**src/rtl/ulpb_node_rx_pkg.sv**
```systemverilog
// Shared definitions for the ULPB node receive front end: FSM states,
// field widths and the control-bit field width.
package ulpb_node_rx_pkg;

  localparam int BYTE_W     = 8;
  localparam int DATA_CNT_W = 3;
  localparam int CTRL_W     = 2;

  typedef enum logic [2:0] {
    ST_IDLE      = 3'd0,
    ST_ARB       = 3'd1,
    ST_ADDR      = 3'd2,
    ST_DATA      = 3'd3,
    ST_CTRL0     = 3'd4,
    ST_CTRL1     = 3'd5,
    ST_WAIT_IDLE = 3'd6
  } state_e;

endpackage

```
**src/rtl/ulpb_node_rx_if.sv**
```systemverilog
// Receive-side result bundle from the ULPB node front end to its consumer.
interface ulpb_node_rx_if;
  import ulpb_node_rx_pkg::*;

  logic [BYTE_W-1:0]     RX_DATA;
  logic                  RX_VALID;
  logic                  RX_ADDR_MATCH;
  logic                  RX_ARB_BIT;
  logic                  RX_END;
  logic [CTRL_W-1:0]     RX_CTRL;
  logic [DATA_CNT_W-1:0] RX_PARTIAL;
  logic                  RX_BUSY;

  modport master (
    output RX_DATA, RX_VALID, RX_ADDR_MATCH, RX_ARB_BIT,
           RX_END, RX_CTRL, RX_PARTIAL, RX_BUSY
  );

  modport slave (
    input  RX_DATA, RX_VALID, RX_ADDR_MATCH, RX_ARB_BIT,
           RX_END, RX_CTRL, RX_PARTIAL, RX_BUSY
  );

endinterface

```
**src/rtl/ulpb_sync2.sv**
```systemverilog
// Two-flop synchroniser for a single asynchronous ring line; the reset
// value lets each line come out of reset at its idle bus level.
module ulpb_sync2 #(
  parameter logic RST_VAL = 1'b1
) (
  input  logic CLK,
  input  logic RESET,
  input  logic d,
  output logic q
);

  logic meta_p0;

  always_ff @(posedge CLK or negedge RESET) begin
    if (!RESET) begin
      meta_p0 <= RST_VAL;
      q       <= RST_VAL;
    end else begin
      meta_p0 <= d;
      q       <= meta_p0;
    end
  end

endmodule

```
**src/rtl/ulpb_node_rx.sv**
```systemverilog
// ULPB ring member-node receiver: oversamples ring clock/data, decodes
// arbitration, address, data and the escape-terminated control bits.
module ulpb_node_rx
  import ulpb_node_rx_pkg::*;
#(
  parameter int                    ADDR_WIDTH     = 8,
  parameter logic [ADDR_WIDTH-1:0] BROADCAST_ADDR = '1,
  parameter int                    IDLE_CYCLES    = 4
) (
  input  logic                  CLK,
  input  logic                  RESET,
  input  logic                  BUS_CLK_IN,
  input  logic                  BUS_DIN,
  input  logic [ADDR_WIDTH-1:0] NODE_ADDR,
  ulpb_node_rx_if.master        rx
);

  localparam int CNT_W  = ($clog2(ADDR_WIDTH) > DATA_CNT_W) ? $clog2(ADDR_WIDTH) : DATA_CNT_W;
  localparam int IDLE_W = $clog2(IDLE_CYCLES + 1);

  logic sclk_p1, sdin_p1, pclk_p2, pdin_p2;
  logic rise, oop, start;

  state_e                state_q, state_n;
  logic [CNT_W-1:0]      cnt_q, cnt_n;
  logic [ADDR_WIDTH-1:0] addr_q, addr_n;
  logic [BYTE_W-1:0]     byte_q, byte_n;
  logic [IDLE_W-1:0]     idle_q, idle_n;
  logic                  c0_q, c0_n;
  logic [BYTE_W-1:0]     data_q, data_n;
  logic                  vld_q, vld_n;
  logic                  match_q, match_n;
  logic                  arb_q, arb_n;
  logic                  end_q, end_n;
  logic [CTRL_W-1:0]     ctrl_q, ctrl_n;
  logic [DATA_CNT_W-1:0] part_q, part_n;

  ulpb_sync2 #(.RST_VAL(1'b1)) u_sync_clk (.CLK(CLK), .RESET(RESET), .d(BUS_CLK_IN), .q(sclk_p1));
  ulpb_sync2 #(.RST_VAL(1'b1)) u_sync_din (.CLK(CLK), .RESET(RESET), .d(BUS_DIN),    .q(sdin_p1));

  // Edge detection on synchronised lines; start is a data fall with the clock held high.
  assign rise  = sclk_p1 & ~pclk_p2;
  assign oop   = sclk_p1 & pclk_p2 & (sdin_p1 ^ pdin_p2);
  assign start = sclk_p1 & pclk_p2 & pdin_p2 & ~sdin_p1;

  always_ff @(posedge CLK or negedge RESET) begin
    if (!RESET) begin
      pclk_p2 <= 1'b1;
      pdin_p2 <= 1'b1;
      state_q <= ST_IDLE;
      cnt_q   <= '0;
      addr_q  <= '0;
      byte_q  <= '0;
      idle_q  <= '0;
      c0_q    <= 1'b0;
      data_q  <= '0;
      vld_q   <= 1'b0;
      match_q <= 1'b0;
      arb_q   <= 1'b0;
      end_q   <= 1'b0;
      ctrl_q  <= '0;
      part_q  <= '0;
    end else begin
      pclk_p2 <= sclk_p1;
      pdin_p2 <= sdin_p1;
      state_q <= state_n;
      cnt_q   <= cnt_n;
      addr_q  <= addr_n;
      byte_q  <= byte_n;
      idle_q  <= idle_n;
      c0_q    <= c0_n;
      data_q  <= data_n;
      vld_q   <= vld_n;
      match_q <= match_n;
      arb_q   <= arb_n;
      end_q   <= end_n;
      ctrl_q  <= ctrl_n;
      part_q  <= part_n;
    end
  end

  always_comb begin
    state_n = state_q;
    cnt_n   = cnt_q;
    addr_n  = addr_q;
    byte_n  = byte_q;
    idle_n  = idle_q;
    c0_n    = c0_q;
    data_n  = data_q;
    vld_n   = 1'b0;
    match_n = match_q;
    arb_n   = arb_q;
    end_n   = 1'b0;
    ctrl_n  = ctrl_q;
    part_n  = part_q;
    unique case (state_q)
      ST_IDLE: if (start) begin
        state_n = ST_ARB;
        cnt_n   = '0;
        byte_n  = '0;
        match_n = 1'b0;
      end
      ST_ARB: if (rise) begin
        arb_n   = sdin_p1;
        state_n = ST_ADDR;
      end
      ST_ADDR: begin
        if (rise) begin
          addr_n = {addr_q[ADDR_WIDTH-2:0], sdin_p1};
          if (cnt_q == CNT_W'(ADDR_WIDTH - 1)) begin
            match_n = (addr_n == NODE_ADDR) || (addr_n == BROADCAST_ADDR);
            cnt_n   = '0;
            state_n = ST_DATA;
          end else begin
            cnt_n = cnt_q + 1'b1;
          end
        end else if (oop) begin
          part_n  = '0;
          state_n = ST_CTRL0;
        end
      end
      ST_DATA: begin
        if (rise) begin
          byte_n = {byte_q[BYTE_W-2:0], sdin_p1};
          if (cnt_q[DATA_CNT_W-1:0] == 3'd7) begin
            cnt_n = '0;
            if (match_q) begin
              data_n = byte_n;
              vld_n  = 1'b1;
            end
          end else begin
            cnt_n = cnt_q + 1'b1;
          end
        end else if (oop) begin
          // Escape mid-byte: report how many bits were dropped, never the byte.
          part_n  = cnt_q[DATA_CNT_W-1:0];
          state_n = ST_CTRL0;
        end
      end
      ST_CTRL0: if (rise) begin
        c0_n    = sdin_p1;
        state_n = ST_CTRL1;
      end
      ST_CTRL1: if (rise) begin
        ctrl_n  = {c0_q, sdin_p1};
        end_n   = 1'b1;
        idle_n  = '0;
        state_n = ST_WAIT_IDLE;
      end
      ST_WAIT_IDLE: begin
        if (sclk_p1 & sdin_p1) begin
          if (idle_q == IDLE_W'(IDLE_CYCLES - 1)) begin
            state_n = ST_IDLE;
            match_n = 1'b0;
            idle_n  = '0;
          end else begin
            idle_n = idle_q + 1'b1;
          end
        end else begin
          idle_n = '0;
        end
      end
      default: state_n = ST_IDLE;
    endcase
  end

  assign rx.RX_DATA       = data_q;
  assign rx.RX_VALID      = vld_q;
  assign rx.RX_ADDR_MATCH = match_q;
  assign rx.RX_ARB_BIT    = arb_q;
  assign rx.RX_END        = end_q;
  assign rx.RX_CTRL       = ctrl_q;
  assign rx.RX_PARTIAL    = part_q;
  assign rx.RX_BUSY       = (state_q != ST_IDLE);

endmodule
```
**src/flat_wrapper.sv**
```systemverilog
// flat-port wrapper written by rule: the top's interface ports become plain ports
module ulpb_node_rx_flat import ulpb_node_rx_pkg::*;
#(
  parameter int                    ADDR_WIDTH     = 8,
  parameter logic [ADDR_WIDTH-1:0] BROADCAST_ADDR = '1,
  parameter int                    IDLE_CYCLES    = 4
)
  (CLK, RESET, BUS_CLK_IN, BUS_DIN, NODE_ADDR, rx_RX_DATA, rx_RX_VALID, rx_RX_ADDR_MATCH, rx_RX_ARB_BIT, rx_RX_END, rx_RX_CTRL, rx_RX_PARTIAL, rx_RX_BUSY);
  ulpb_node_rx_if rx_i ();
  input  logic CLK;
  input  logic RESET;
  input  logic BUS_CLK_IN;
  input  logic BUS_DIN;
  input  logic [ADDR_WIDTH-1:0] NODE_ADDR;
  output wire logic [$bits(rx_i.RX_DATA)-1:0] rx_RX_DATA;
  output wire logic [$bits(rx_i.RX_VALID)-1:0] rx_RX_VALID;
  output wire logic [$bits(rx_i.RX_ADDR_MATCH)-1:0] rx_RX_ADDR_MATCH;
  output wire logic [$bits(rx_i.RX_ARB_BIT)-1:0] rx_RX_ARB_BIT;
  output wire logic [$bits(rx_i.RX_END)-1:0] rx_RX_END;
  output wire logic [$bits(rx_i.RX_CTRL)-1:0] rx_RX_CTRL;
  output wire logic [$bits(rx_i.RX_PARTIAL)-1:0] rx_RX_PARTIAL;
  output wire logic [$bits(rx_i.RX_BUSY)-1:0] rx_RX_BUSY;
  assign rx_RX_DATA = rx_i.RX_DATA;
  assign rx_RX_VALID = rx_i.RX_VALID;
  assign rx_RX_ADDR_MATCH = rx_i.RX_ADDR_MATCH;
  assign rx_RX_ARB_BIT = rx_i.RX_ARB_BIT;
  assign rx_RX_END = rx_i.RX_END;
  assign rx_RX_CTRL = rx_i.RX_CTRL;
  assign rx_RX_PARTIAL = rx_i.RX_PARTIAL;
  assign rx_RX_BUSY = rx_i.RX_BUSY;
  ulpb_node_rx #(.ADDR_WIDTH(ADDR_WIDTH), .BROADCAST_ADDR(BROADCAST_ADDR), .IDLE_CYCLES(IDLE_CYCLES)) u_core (.CLK(CLK), .RESET(RESET), .BUS_CLK_IN(BUS_CLK_IN), .BUS_DIN(BUS_DIN), .NODE_ADDR(NODE_ADDR), .rx(rx_i));
endmodule
```
**config.mk**
```make
export PLATFORM = sky130hd
export DESIGN_NAME = ulpb_node_rx_flat
export DESIGN_NICKNAME = d
export VERILOG_FILES = /design/src/rtl/ulpb_node_rx_pkg.sv /design/src/rtl/ulpb_node_rx_if.sv /design/src/rtl/ulpb_sync2.sv /design/src/rtl/ulpb_node_rx.sv /design/src/flat_wrapper.sv
export SDC_FILE = /design/constraint.sdc
export NUM_CORES = 1
export LEC_CHECK = 0
export ABC_AREA = 0
export CAP_MARGIN = 30
export CORE_MARGIN = 1.5
export CORE_UTILIZATION = 54
export DETAILED_ROUTE_END_ITERATION = 10
export MAX_ROUTING_LAYER = met4
export PLACE_DENSITY_LB_ADDON = 0.15
export SLEW_MARGIN = 30
export SYNTH_ARGS = -nofsm -noshare
export SYNTH_HDL_FRONTEND = slang
export SYNTH_SLANG_ARGS = --single-unit
export TNS_END_PERCENT = 50
```
**constraint.sdc**
```tcl
create_clock -name CLK -period 1.9 [get_ports CLK]
set_input_delay 0.38 -clock CLK [delete_from_list [all_inputs] [get_ports CLK]]
set_output_delay 0.38 -clock CLK [all_outputs]
set_load 0.05 [all_outputs]
```
==> results.txt, run 1 <==
----------------------------------------------------
[Floorplanning]
  Height of the die ... 66.5 um
  Area of the core region ... 0.00377 mm2
  Chip width ... 66.5 um
  Effective utilization at floorplan ... 57.7%
  Area of the die ... 0.00442 mm2
  Placement row count ... 22
  Count of boundary I/O pins ... 30

[Layout]
  Area overhead of the layout relative to synthesis ... 23.3%
  Number of nets in the final layout ... 224
  Filler cells ... 256
  Layout cell share with drive strength beyond 1 ... 32.4%
  Post-Layout Inst Area ... 0.00268 mm2
  Number of antenna cells inserted ... 0

[Setup path]
  Crit path cell chain ... clkdlybuf4s50_1
  Reg2reg start ... u_core.pclk_p2
  Worst setup path startpoint ... u_core.rx.RX_DATA[1]
  Crit path capture type ... output pin
  Worst stage delay on the critical path ... 0.81 ns
  Buffers plus inverters on the worst setup path ... 1
  Data arrival time at the worst-slack endpoint ... 1.46 ns
  Startpoint Class ... flip-flop
  Kind of cell adding the most delay to the critical path ... buffers and inverters
  Worst path required time ... 1.52 ns
  Max Fanout on Critical Path ... 2
  Category of the critical setup timing path ... reg -> out
  Max stage delay cell, worst path ... clkdlybuf4s50_1

[Placed design]
  Input/output buffers ... 29
  Placement-stage cell area ... 0.00252 mm2
  Placement-stage worst setup slack ... -0.0165 ns
  Final weighted congestion of routability-driven global placement ... 0.834
  Post-DP HPWL ... 2870 um

[CTS]
  Clock transition at the register clock pins on the worst setup and hold paths after CTS ... 0.08 ns
  Clock Root Buffer ... clkbuf_8
  Clock tree from TritonCTS ... done
  H-tree Lvls ... 2
  Clock latency on the worst-skew pair ... 0.30 ns
  Maximum clock insertion buffer count ... 2
  Clock tree sinks ... 47
  Number of buffers inserted during clock tree synthesis ... 5

[Power]
  Clock network fraction of total power ... 27.9%
  Switching part of the total power ... 32.4%
  Peak ir drop on the vdd network ... 0.000749 V
  Net Switching ... 981 uW
  Proportion of power drawn by flip-flops and latches ... 42.7%
  Internal Power ... 2.05 mW
  PwrDens ... 1130 mW/mm2
  Total Power Consumption ... 3.03 mW
  Comb pwr share ... 29.4%
  Static Leakage ... 1.34 nW

[Synthesis]
  Portion of the post-synthesis area used by sequential elements ... 54.4%
  Register bit count reported by yosys ... 47
  Dominant synthesized flop cell ... dfrtp_1
  Fraction of synthesis flops using an asynchronous set or reset pin ... 100%
  Average footprint of a synthesized cell ... 12.7 um2
  Mapped Nets ... 186
  Number of flops mapped to enable cells by yosys ... 0
  Synth Instances ... 171
  Distinct cell type count after synthesis ... 41
  Number of warnings issued by yosys ... 0
  Combined area of all synthesized cells ... 0.00217 mm2

[Global routing]
  Remaining Overflow, GRT ... 0
  Number of antenna violations at the first check in global routing ... 0
  Via count of the first global-routing pass ... 1,409
  All-layer global routing usage ... 21.1%
  Maximum number of pins on one net before global-route repair ... 24
  First-pass GRT wire length ... 6630 um

[Routing]
  Number of nets with antenna violations after detailed routing ... 0
  Drt first pass iters ... 4
  Avg WL per Cell ... 15.4 um
  Iteration-0 DRC count of the detailed router ... 60
  Via count of the routed design ... 1,445
  Avg Vias per Cell ... 5.60
  # DRC ... 0
  Final routed wirelength across all metal layers ... 3980 um

[Timing]
  Setup tns final ... 0 ns
  FMAX ... 0.543 GHz
  Final Max Tran Viols ... 0
  Minimum setup slack in the final design ... 0.0578 ns
  Worst hold slack after final layout ... 0.0310 ns
  Minimum clock period ... 1.84 ns
  Least-Margin Pin Slew ... 0.507 ns
  Setup repair after global routing missed its margin ... false
  Period utilisation layout ... 97.0%
  Final-report hold violation count ... 0
  Worst slew margin relative to its limit ... 66.1%
  Final setup violation count ... 0
  Clock Skew ... 0.00645 ns

[Min path]
  Class of the worst hold path ... in -> async

[Run status]
  Status ... finished, final reports clean

[Run]
  Number of maximum-capacitance constraint violations ... 0

----------------------------------------------------
registers in the layout, summed over array words and instances, names as in the netlist, 2 cells and up:
register / count
u_core.addr_q: 7
u_core.cnt_q: 3
u_core.idle_q: 3
u_core.rx.RX_CTRL: 2
u_core.byte_q: 7
u_core.rx.RX_PARTIAL: 3
u_core.state_q: 3
u_core.rx.RX_DATA: 8
synthesized netlist by cell type, types with 2 or more instances:
cell / count / share of area, %
a21o_1: 2 / 0.69
a21oi_1: 3 / 0.69
and3_1: 9 / 2.6
buf_4: 2 / 0.69
clkbuf_1: 4 / 0.69
dfrtp_1: 41 / 47
dfstp_2: 6 / 7.2
ha_1: 3 / 1.7
inv_1: 8 / 1.4
mux2_1: 2 / 1.0
mux2_2: 20 / 10
mux2_4: 7 / 4.8
mux2i_1: 5 / 2.3
nand2_1: 9 / 1.6
nand2b_1: 4 / 1.2
nand3_1: 3 / 0.69
nand4_1: 4 / 1.2
nor2_1: 3 / 0.52
nor2b_1: 3 / 0.86
nor4_1: 2 / 0.58
o21ai_0: 3 / 0.69
xor2_1: 9 / 3.6
kinds of logic (layout without fill, tap and decap cells):
logic type | count (synthesis) | in the layout | synth area share (%)
adder cells (fa/ha/maj) | 3 | 3 | 1.73
AND/OR/NAND/NOR | 48 | 48 | 14.0
AO/OA/AOI/OAI | 14 | 14 | 4.20
XOR/XNOR | 9 | 9 | 3.63
multiplexers | 34 | 34 | 18.5
buffers and inverters | 16 | 55 | 3.51
flip-flops | 47 | 47 | 54.4
worst paths after layout:
| path | to | slack, ns | cells past startpoint |
|---|---|---|---|
| max in group asynchronous | u_core.u_sync_din.q | 1.27 | 2 |
| hold reg to reg | u_core.u_sync_clk.q | 0.36 | 0 |
| hold / removal | u_core.cnt_q[1] | 0.03 | 1 |
| setup / recovery | rx_RX_DATA[1] | 0.06 | 1 |
| setup reg to reg | u_core.byte_q[1] | 0.12 | 4 |
| min in group CLK | u_core.u_sync_clk.q | 0.36 | 0 |
layout by cell type, fill, tap and decap left out, types with 4 or more instances in the layout:
cell             instances
and3_1                   9
buf_4                   18
clkbuf_8                 5
clkdlybuf4s50_1         17
dfrtp_1                 39
dfstp_2                  6
inv_1                    8
mux2_2                  20
mux2_4                   7
mux2i_1                  5
nand2_1                  9
nand2b_1                 4
nand4_1                  4
xor2_1                   9
through the flow:
step | instances | util, %
floorplan | 171 | -
global placement | 248 | 66.9
detailed placement | 248 | 66.9
CTS | 256 | 70.6
global route | 258 | 71.1
finish | 258 | 71.1
per-layer routing:
layer | vias to the layer above | wire [um] | track usage (%)
li1 | 670 | - | -
met1 | 737 | 1730 | 26.6
met2 | 33 | 2040 | 32.8
met3 | 5 | 145 | 5.24
met4 | 0 | 63 | 8.67
met5 | - | 0 | -
power groups by stage:
stage	Clock [mW]	Combinational, mW	Sequential [mW]
after floorplan	0	0.497	1.41
after global placement	0	0.812	1.31
after detailed placement	0	0.840	1.32
after CTS	0.870	0.849	1.31
after global routing	0.904	0.962	1.31
final	0.846	0.891	1.29
final cells by class:
class                   count  area, um2  area share [%]
multi-input cells         108        917            34.2
clock buffers               6       72.6            2.71
repair buffers             39        355            13.3
well taps                  48       60.1            2.24
clock inverters             2       60.1            2.24
flip-flops and latches     47       1190            44.2
inverters                   8       30.0            1.12
repair_timing:
item                       in CTS  in global routing
setup endpoints to repair       8                  3
setup buffers                   0                  2
cloned                          0                  0
resized for setup               3                  2
hold buffers                    0                  0
Note: power is estimated with default switching activity, not from simulation.
==> run 2: changes to the inputs <==
--- a/config.mk
+++ b/config.mk
@@ -8,7 +8,7 @@
 export ABC_AREA = 0
 export CAP_MARGIN = 30
 export CORE_MARGIN = 1.5
-export CORE_UTILIZATION = 54
+export CORE_UTILIZATION = 45
 export DETAILED_ROUTE_END_ITERATION = 10
 export MAX_ROUTING_LAYER = met4
 export PLACE_DENSITY_LB_ADDON = 0.15
==> run 2 against run 1 <==
Clock skew increased by 0.0026 ns. Sequential share of layout area decreased by 0.39 points. Via count down 1.4%. Combinational power up 4.4%. Critical path depth is the same. Setup slack about the same. Power fell by 2.4%. Final cell count rose by 3.1%.
==> results.txt, run 2 (synthesis gave the netlist of run 1 again) <==
----------------------------------------------------
[Layout]
  Most used cells in the layout excluding fill and tap cells ... dfrtp_1, clkdlybuf4s50_1, mux2_2 (was dfrtp_1, mux2_2, buf_4)
  Post-Layout Inst Area ... 0.00271 mm2 (was 0.00268 mm2)
  Area overhead of the layout relative to synthesis ... 24.4% (was 23.3%)
  Most common cell after layout, fill and taps aside ... dfrtp_1 (unchanged)
  Number of nets in the final layout ... 226 (was 224)
  Post-Route Utilization ... 57.7% (was 71.1%)
  Layout cell share with drive strength beyond 1 ... 32.5% (was 32.4%)
  Max FFs per register ... 8 (unchanged)
  Number of antenna cells inserted ... 0 (unchanged)
  Filler cells ... 409 (was 256)

[CTS]
  Clock tree from TritonCTS ... done (unchanged)
  Clock transition at the register clock pins on the worst setup and hold paths after CTS ... 0.08 ns (about the same)
  Clock latency on the worst-skew pair ... 0.30 ns (about the same)
  H-tree Lvls ... 2 (unchanged)
  Clock Root Buffer ... clkbuf_8 (unchanged)
  Clock tree sinks ... 47 (unchanged)
  Maximum clock insertion buffer count ... 2 (unchanged)
  Number of buffers inserted during clock tree synthesis ... 5 (unchanged)

[Placed design]
  Final weighted congestion of routability-driven global placement ... 0.930 (was 0.834)
  Placement-stage cell area ... 0.00256 mm2 (was 0.00252 mm2)
  Input/output buffers ... 29 (unchanged)
  Post-DP HPWL ... 2820 um (was 2870 um)

[Setup path]
  Reg2reg start ... u_core.pclk_p2 (unchanged)
  Buffers plus inverters on the worst setup path ... 1 (unchanged)
  Category of the critical setup timing path ... reg -> out (unchanged)
  Worst stage delay on the critical path ... 0.81 ns (about the same)
  Worst path required time ... 1.52 ns (about the same)
  Kind of cell adding the most delay to the critical path ... buffers and inverters (unchanged)
  Startpoint Class ... flip-flop (unchanged)
  Worst setup path startpoint ... u_core.rx.RX_CTRL[0] (was u_core.rx.RX_DATA[1])
  Max stage delay cell, worst path ... clkdlybuf4s50_1 (unchanged)
  Crit path cell chain ... clkdlybuf4s50_1 (unchanged)
  Max Fanout on Critical Path ... 2 (unchanged)
  Crit path capture type ... output pin (unchanged)
  Data arrival time at the worst-slack endpoint ... 1.46 ns (about the same)

[Timing]
  Worst slew margin relative to its limit ... 65.5% (was 66.1%)
  Final Max Tran Viols ... 0 (unchanged)
  Worst hold slack after final layout ... 0.0328 ns (was 0.0310 ns)
  FMAX ... 0.543 GHz (about the same)
  Period utilisation layout ... 97.0% (about the same)
  Final-report hold violation count ... 0 (unchanged)
  Setup repair after global routing missed its margin ... false (unchanged)
  Clock Skew ... 0.00905 ns (was 0.00645 ns)
  Final setup violation count ... 0 (unchanged)
  Least-Margin Pin Slew ... 0.517 ns (was 0.507 ns)
  Minimum clock period ... 1.84 ns (about the same)

[Power]
  Static Leakage ... 1.31 nW (was 1.34 nW)
  Total Power Consumption ... 2.96 mW (was 3.03 mW)
  Peak ir drop on the vdd network ... 0.000736 V (was 0.000749 V)
  PwrDens ... 1090 mW/mm2 (was 1130 mW/mm2)

[Global routing]
  First-pass GRT wire length ... 6660 um (was 6630 um)
  Maximum number of pins on one net before global-route repair ... 29 (was 24)
  All-layer global routing usage ... 16.8% (was 21.1%)
  Via count of the first global-routing pass ... 1,511 (was 1,409)
  Number of antenna violations at the first check in global routing ... 0 (unchanged)
  Remaining Overflow, GRT ... 0 (unchanged)

[Routing]
  Avg Vias per Cell ... 5.36 (was 5.60)
  Drt first pass iters ... 4 (unchanged)
  Avg WL per Cell ... 14.4 um (was 15.4 um)
  Final routed wirelength across all metal layers ... 3830 um (was 3980 um)
  Via count of the routed design ... 1,425 (was 1,445)
  Number of nets with antenna violations after detailed routing ... 0 (unchanged)
  # DRC ... 0 (unchanged)
  Iteration-0 DRC count of the detailed router ... 41 (was 60)

[Run]
  Number of maximum-capacitance constraint violations ... 0 (unchanged)

[Floorplanning]
  Chip width ... 72.5 um (was 66.5 um)
  Count of boundary I/O pins ... 30 (unchanged)
  Area of the die ... 0.00526 mm2 (was 0.00442 mm2)
  Placement row count ... 25 (was 22)
  Height of the die ... 72.5 um (was 66.5 um)
  Area of the core region ... 0.00469 mm2 (was 0.00377 mm2)
  Effective utilization at floorplan ... 46.3% (was 57.7%)

[Run status]
  Status ... finished, final reports clean (unchanged)

[Min path]
  Class of the worst hold path ... in -> async (unchanged)

----------------------------------------------------
==> run 2: power by group <==
part / switching, mW / internal, mW / total, mW
Clock: 0.312 / 0.425 / 0.738
Combinational: 0.527 / 0.403 / 0.930
Sequential: 0.134 / 1.16 / 1.29
==> run 2: layout make-up <==
class / instances / area (um2) / share of cell area, %
Tap cell: 54 / 67.6 / 2.50
Timing Repair Buffer: 41 / 387 / 14.3
Sequential cell: 47 / 1190 / 43.8
Clock buffer: 6 / 82.6 / 3.05
Inverter: 8 / 30.0 / 1.11
Clock inverter: 2 / 35.0 / 1.30
Multi-Input combinational cell: 108 / 917 / 33.9
==> run 2: routing by layer <==
metal  share of wire (%)  vias to the layer above  track usage (%)
li1                    -                      677                -
met1                  44                      708             19.8
met2                  50                       30             27.8
met3                 3.2                       10             4.72
met4                 2.3                        0             5.87
met5                   0                        -                -
==> run 2: worst paths after layout <==
path / end / slack [ns] / cells after the start
hold reg to reg: u_core.u_sync_clk.q / 0.36 / 0
min in group CLK: u_core.u_sync_clk.q / 0.36 / 0
hold / removal: u_core.rx.RX_PARTIAL[2] / 0.03 / 1
setup reg to reg: u_core.byte_q[6] / 0.13 / 4
setup / recovery: rx_RX_CTRL[0] / 0.06 / 1
max in group asynchronous: u_core.state_q[0] / 1.36 / 2
==> run 2: per-stage QoR <==
stage | setup TNS [ns] | worst slack [ns] | cells
3_3_place_gp | 0 | 0.0358 | 255
6_report | 0 | 0.0574 | 266
2_1_floorplan | 0 | 0.191 | 171
4_1_cts | 0 | 0.0135 | 265
3_5_place_dp | -0.0515 | -0.0135 | 255
5_1_grt | 0 | 0.00749 | 266
==> run 2: timing repair <==
item,CTS,global route
resized for setup,4,0
pin swaps,0,0
setup endpoints to repair,8,1
setup buffers,2,1
hold buffers,0,0
